<file path="src/rtl/clk_gen_param.sv">
// Divides clk_in into sys/sample/symbol clock enables with a symbol phase count and
// boundary-aligned timing advance/retard. Define CLK_GEN_CLK_OUT_EN for square-wave clock outputs.
module clk_gen_param #(
    parameter int SYS_DIV = 2,
    parameter int SAM_DIV = 4,
    parameter int SPS     = 4,
    parameter int PHASE_W = 4
) (
    input  logic               clk_in,
    input  logic               reset,
    input  logic               adj_req,
    input  logic               adj_dir,
    output logic               adj_busy,
    output logic               adj_ack,
    output logic               sys_clk_ena,
    output logic               sam_clk_ena,
    output logic               sym_clk_ena,
    output logic [PHASE_W-1:0] clk_phase,
    output logic               sys_clk,
    output logic               sam_clk,
    output logic               sym_clk
);

    localparam int N     = SAM_DIV * SPS;
    localparam int DIV_W = (SYS_DIV > 2) ? $clog2(SYS_DIV) : 1;

    typedef enum logic {
        IDLE = 1'b0,
        PEND = 1'b1
    } adj_state_t;

    adj_state_t         state_reg, state_next;
    logic [DIV_W-1:0]   div_cnt_reg, div_cnt_next;
    logic [PHASE_W-1:0] phase_reg, phase_next;
    logic               hold_reg, hold_next;
    logic               dir_reg, dir_next;
    logic               sam_point;
    logic               sym_point;

    assign sys_clk_ena = (div_cnt_reg == DIV_W'(SYS_DIV - 1));
    assign sam_point   = ((int'(phase_reg) % SAM_DIV) == (SAM_DIV - 1));
    assign sym_point   = (phase_reg == PHASE_W'(N - 1));
    assign sam_clk_ena = sys_clk_ena & sam_point;
    assign sym_clk_ena = sys_clk_ena & sym_point;
    assign adj_busy    = (state_reg == PEND);
    assign clk_phase   = phase_reg;

    always_ff @(posedge clk_in or posedge reset) begin
        if (reset) begin
            state_reg   <= IDLE;
            div_cnt_reg <= '0;
            phase_reg   <= '0;
            hold_reg    <= 1'b0;
            dir_reg     <= 1'b0;
        end else begin
            state_reg   <= state_next;
            div_cnt_reg <= div_cnt_next;
            phase_reg   <= phase_next;
            hold_reg    <= hold_next;
            dir_reg     <= dir_next;
        end
    end

    // Adjust FSM: a request accepted on a symbol boundary waits for the next one.
    always_comb begin
        state_next = state_reg;
        dir_next   = dir_reg;
        adj_ack    = 1'b0;
        case (state_reg)
            IDLE: begin
                if (adj_req) begin
                    state_next = PEND;
                    dir_next   = adj_dir;
                end
            end
            PEND: begin
                if (sym_clk_ena) begin
                    adj_ack    = 1'b1;
                    state_next = IDLE;
                end
            end
            default: state_next = IDLE;
        endcase
    end

    // Advance skips phase 0; retard holds phase 0 for one extra sys tick.
    always_comb begin
        div_cnt_next = sys_clk_ena ? '0 : div_cnt_reg + DIV_W'(1);
        phase_next   = phase_reg;
        hold_next    = hold_reg;
        if (sys_clk_ena) begin
            if (adj_ack) begin
                phase_next = dir_reg ? PHASE_W'(1) : '0;
                hold_next  = ~dir_reg;
            end else if (hold_reg) begin
                hold_next  = 1'b0;
            end else if (sym_point) begin
                phase_next = '0;
            end else begin
                phase_next = phase_reg + PHASE_W'(1);
            end
        end
    end

`ifdef CLK_GEN_CLK_OUT_EN
    logic [2:0] clk_out_reg;
    logic [2:0] clk_out_next;

    assign clk_out_next = {phase_reg >= PHASE_W'(N / 2),
                           (int'(phase_reg) % SAM_DIV) >= (SAM_DIV / 2),
                           div_cnt_reg >= DIV_W'(SYS_DIV / 2)};

    always_ff @(posedge clk_in or posedge reset) begin
        if (reset) begin
            clk_out_reg <= '0;
        end else begin
            clk_out_reg <= clk_out_next;
        end
    end

    assign sym_clk = clk_out_reg[2];
    assign sam_clk = clk_out_reg[1];
    assign sys_clk = clk_out_reg[0];
`else
    assign sym_clk = 1'b0;
    assign sam_clk = 1'b0;
    assign sys_clk = 1'b0;
`endif

endmodule
</file>
<file path="config.mk">
export PLATFORM = sky130hd
export DESIGN_NAME = clk_gen_param
export DESIGN_NICKNAME = d
export VERILOG_FILES = /design/src/rtl/clk_gen_param.sv
export SDC_FILE = /design/constraint.sdc
export NUM_CORES = 1
export LEC_CHECK = 0
export BUFFER_PORTS_ARGS = -buffer_cell sky130_fd_sc_hd__buf_4
export CORE_AREA = 2 2 39 41
export DETAILED_ROUTE_END_ITERATION = 6
export DIE_AREA = 0 0 41 43
export PLACE_DENSITY_LB_ADDON = 0.2
export SLEW_MARGIN = 20
export SYNTH_ARGS = -nofsm -noshare
export SYNTH_HDL_FRONTEND = slang
export SYNTH_SLANG_ARGS = --single-unit
</file>
<file path="constraint.sdc">
create_clock -name clk_in -period 1.97 [get_ports clk_in]
set_input_delay 0.394 -clock clk_in [delete_from_list [all_inputs] [get_ports clk_in]]
set_output_delay 0.394 -clock clk_in [all_outputs]
set_load 0.01 [all_outputs]
</file>
Word level (Yosys, flattened, before mapping)

Cells that the tools add are included.

Flip-flop bits (word level): 8
Input bits: 4
Output and inout bits: 12
Word-level logic and storage cells: 27

Add/sub/neg operators: 2
Eq/ne operators: 3
Mux-type cells: 11
Bitwise gates (word level): 4
Reductions and logical operators: 2

Operators with widths:

| cell                  | number |
|---|---|
| $mux W4               | 3 |
| $mux W1               | 7 |
| $add A4 B1 Y4 const B | 1 |
| $eq A4 B4 Y1 const B  | 1 |
| $reduce_and A2 Y1     | 2 |
| $and A1 B1 Y1         | 2 |
| $eq A2 B1 Y1 const B  | 1 |
| $ne A2 B2 Y1 const B  | 1 |
| $not A1 Y1            | 2 |
| $pmux W1 S2           | 1 |
| $add A1 B1 Y1 const B | 1 |

Longest topological paths before layout

Depth in word-level cells: 6
Depth in mapped cells: 4
Mapped depth without buffers: 4

Least setup slack after synthesis

OpenSTA, ideal clock, no wires.

Kind: register -> register
Start: register phase_reg[0] (netlist: clk_phase[0])
End: register phase_reg[1] (netlist: clk_phase[1])
Library setup time: 0.125 ns
Arrival time: 1.367 ns
Required time: 1.845 ns
Path slack: 0.478 ns
Stages on the path, launching flop included: 5
Buffers on the path: 0
Period minus slack after synthesis: 1.492 ns
Cell sequence: dfrtp_1 -> ha_1 -> and4_1 -> o21ai_2 -> mux2_4

Word-level cells in the longest chain between the ends: 6

Ends and longest elaborated chain:

| element                            | RTL line | text |
|---|---|---|
| start, declared                    | 34       | `logic [PHASE_W-1:0] phase_reg, phase_next;` |
| start signal, assigned             | 58       | `phase_reg <= phase_next;` |
| $eq A4 B4 Y1                       | 42       | `assign sym_point = (phase_reg == PHASE_W'(N - 1));` |
| $and A1 B1 Y1                      | 44       | `assign sym_clk_ena = sys_clk_ena & sym_point;` |
| $mux W1                            | 77       | `if (sym_clk_ena) begin` |
| $mux W1                            | 69       | `case (state_reg)` |
| $ne A2 B2 Y1 (no source line)      | --       |  |
| $reduce_and A2 Y1 (no source line) | --       |  |

Parallel ways exist; a longest one is shown, timed or not. The select of a mux whose other input is x is not followed.
A chain may end at the register's enable or synchronous reset.

Worst setup path in the final report

Start: register phase_reg[1] (netlist: clk_phase[1])
End: output adj_ack

Word-level cells in the longest chain between the ends: 4

Ends and longest elaborated chain:

| element       | RTL line | text |
|---|---|---|
| $eq A4 B4 Y1  | 42       |  |
| $and A1 B1 Y1 | 44       |  |
| $mux W1       | 77       |  |
| $mux W1       | 69       |  |
| end, declared | 14       | `output logic adj_ack,` |

No other way between the ends.

==> results.txt <==
The flow ran to the end, and the final reports show no timing, DRC or antenna violations. The first-pass GRT wire length came out at 1407 um. Static timing analysis puts the maximum clock frequency at 547.6 MHz. Counting distinct cell types in the post-synthesis netlist gives 24. Subtracting the final worst setup slack from the clock period gives 1.826 ns. The number of warnings printed during yosys synthesis came out at 0. After synthesis, flip-flops and latches occupy 47.90% of the total area.

Using the TritonRoute via totals, the vias-per-cell ratio works out to 5.042. The first routing iteration left 9 violations. The remaining global-route overflow is 0.

The reg-to-reg startpoint is clk_phase[0]. The root buffer cell chosen for the clock tree is clkbuf_4. 0 antenna diodes ended up in the layout. The placer's final routability congestion estimate is 0.7963. The DRC violation count after routing came out at 0. The global-route usage over all layers came out at 12.39%. In this run the remaining antenna-violating nets after routing total 0.

The leakage power is 0.2532 nW. The post-CTS setup buffer count is 0. The number of placement rows came out at 14.

The net count of the finished layout is 63. The dominant cell type by area after synthesis is dfrtp_1. STA classifies the critical path endpoint as an output pin.

After synthesis the netlist holds a flip-flop and latch count of 8. The via count of the first global-routing pass is 332. The level count of the clock H-tree came out at 1. The total via count after detailed routing is 363. Each instance of the synthesized netlist takes up on average 9.950 um2. OpenSTA, run right after detailed placement, puts the worst setup slack at 0.4117 ns. The register with the most flip-flops in the layout has 4 of them. The initial core utilization is 30.20%. In this run the count of I/O pins placed on the die edge is 16. Setup violations remaining at the end of the flow were counted as 0. The width of the die is 41 um. The number of failing hold endpoints at the final stage is 0. The maximum clock path buffer count is 2. Data on the critical path arrives at its endpoint at 1.43 ns. TritonCTS built the clock tree. After synthesis, the cell types taking the most area are dfrtp_1 48%, buf_4 5.4%, mux2_4 3.6%. The reg2reg setup slack is 0.42 ns.

Clock-pin slew was measured on the worst setup and hold paths at 0.05 ns. The number of antenna violations at the first check in global routing is 0. The cell count after placement came out at 69. The number of clock sinks is 8. Setup repair after global routing left no endpoint under its margin. The setup TNS came out at 0 ns.

The length of the first detailed-routing pass in iterations is 4. The clock insertion delay at the later pin of the skew report came out at 0.25 ns. In the synthesized netlist, the number of instances is 42. Summed over all nets, the half-perimeter wirelength after detailed placement is 653.2 um. The wire length after detailed routing is 821 um. The layout has 144 filler cells. The number of max-capacitance violations reported is 0. The largest fanout on the critical path came out at 6. The maximum number of pins on one net before global-route repair is 9. The share of the synthesized area in the top cell type is 47.90%. The final critical path takes up 92.70% of the cycle.

The power per standard cell area is 1460 mW/mm2. The kind of start point of the critical path is a flip-flop. The core area came out at 0.001384 mm2. The min-delay analysis places its worst path in the category in2async. The height of the chip came out at 43 um.

The post-detailed-route wirelength per cell came out at 11.40 um. The setup clock skew after layout came out at 0.001701 ns. The fraction of layout cells with a size suffix above 1 came out at 32.14%. The number of buffers inserted for hold repair after clock tree synthesis came out at 0. The worst register-to-register path has a depth of 4. The terminus of the critical flop-to-flop path is clk_phase[1]. Post-CTS repair changed the size of 0 cells. After the flow finishes, the layout carries non-filler instances totaling 72. The final-report max-slew violation count came out at 0.

The layout overhead on the synthesized area is 28.14%. The clock buffer count from CTS is 3. The die covers 0.001763 mm2.

The critical path is of the reg2out type. The required time of the critical path is 1.58 ns. The worst-case vdd ir drop came out at 0.4105 mV. In this run the tool buffered the top-level ports with 12 buffer cells. The final worst slack came out at 0.1438 ns. The mapped cell area came out at 417.9 um2.
placed cells by master (no fill, tap or decap), types with 2 or more instances in the layout:
| cell | n |
|---|---|
| buf_4 | 12 |
| dfrtp_1 | 8 |
| nand2_1 | 4 |
| nor2_1 | 4 |
| conb_1 | 3 |
| clkbuf_4 | 3 |
| inv_1 | 2 |
| a21oi_1 | 2 |
| a31oi_1 | 2 |
metrics by stage:
stage | power (mW) | utilization [%] | area (um2) | hold slack (ns)
CTS | 0.7943 | 38.70 | 535.5 | 0.09535
global placement | 0.6670 | 37.07 | 513.0 | 0.3745
detailed placement | 0.6702 | 37.07 | 513.0 | 0.3680
global route | 0.8583 | 38.70 | 535.5 | 0.1056
floorplan | 0.5201 | - | 425.4 | 0.2097
finish | 0.7819 | 38.70 | 535.5 | 0.09249
report_power, final:
part	internal [mW]	switching, mW	total, mW
sequential	0.221	0.0829	0.304
combinational	0.201	0.156	0.357
clock	0.0695	0.0518	0.121
area by class of cell:
type / count / area [um2] / share of cell area (%)
Clock buffer: 3 / 22.52 / 4.206
Inverter: 3 / 11.26 / 2.103
Multi-Input combinational cell: 30 / 191.4 / 35.75
Sequential cell: 8 / 200.2 / 37.38
Tap cell: 16 / 20.02 / 3.738
Timing Repair Buffer: 12 / 90.09 / 16.82
kinds of logic after synthesis:
kind of cell	share of synthesized area, %
AOI/OAI and AO/OA	17.37
adders and majority gates	2.994
buffers and inverters	8.083
DFF	47.90
muxes	6.286
other	0.8973
and+or+nand+nor	16.47
worst max path at each step:
stage | from | end | slack [ns] | cells past startpoint
2_1_floorplan | clk_phase[0] | clk_phase[1] | 0.48 | 4
3_3_place_gp | clk_phase[0] | adj_ack | 0.45 | 4
3_5_place_dp | clk_phase[1] | adj_ack | 0.41 | 4
4_1_cts | clk_phase[0] | adj_ack | 0.14 | 4
5_1_grt | clk_phase[1] | adj_ack | 0.008 | 4
6_report | clk_phase[1] | adj_ack | 0.14 | 4
routing by layer:
layer	wire (um)	track usage, %
met1	394	16.67
met2	350	14.06
met3	61	6.283
met4	14	10.00
met5	0	0
Yosys cell counts:
cell type / number
a21oi_1: 2
a311oi_1: 1
a31oi_1: 2
and2_1: 1
and4_1: 1
buf_4: 3
conb_1: 1
dfrtp_1: 8
ha_1: 1
inv_1: 2
inv_2: 1
mux2_1: 1
mux2_4: 1
nand2_1: 4
nand2b_1: 1
nand4_1: 1
nor2_1: 4
nor2b_1: 1
nor3_1: 1
o2111ai_1: 1
o21ai_2: 1
o22a_1: 1
o22ai_1: 1
o2bb2ai_1: 1
worst max-delay path, stage by stage, from the launching register on:
cell and delay (ns):
dfrtp_1 0.43, ha_1 0.29, nand4_1 0.17, nor2_1 0.16, buf_4 0.14
Power figures use the tool's default switching activity.
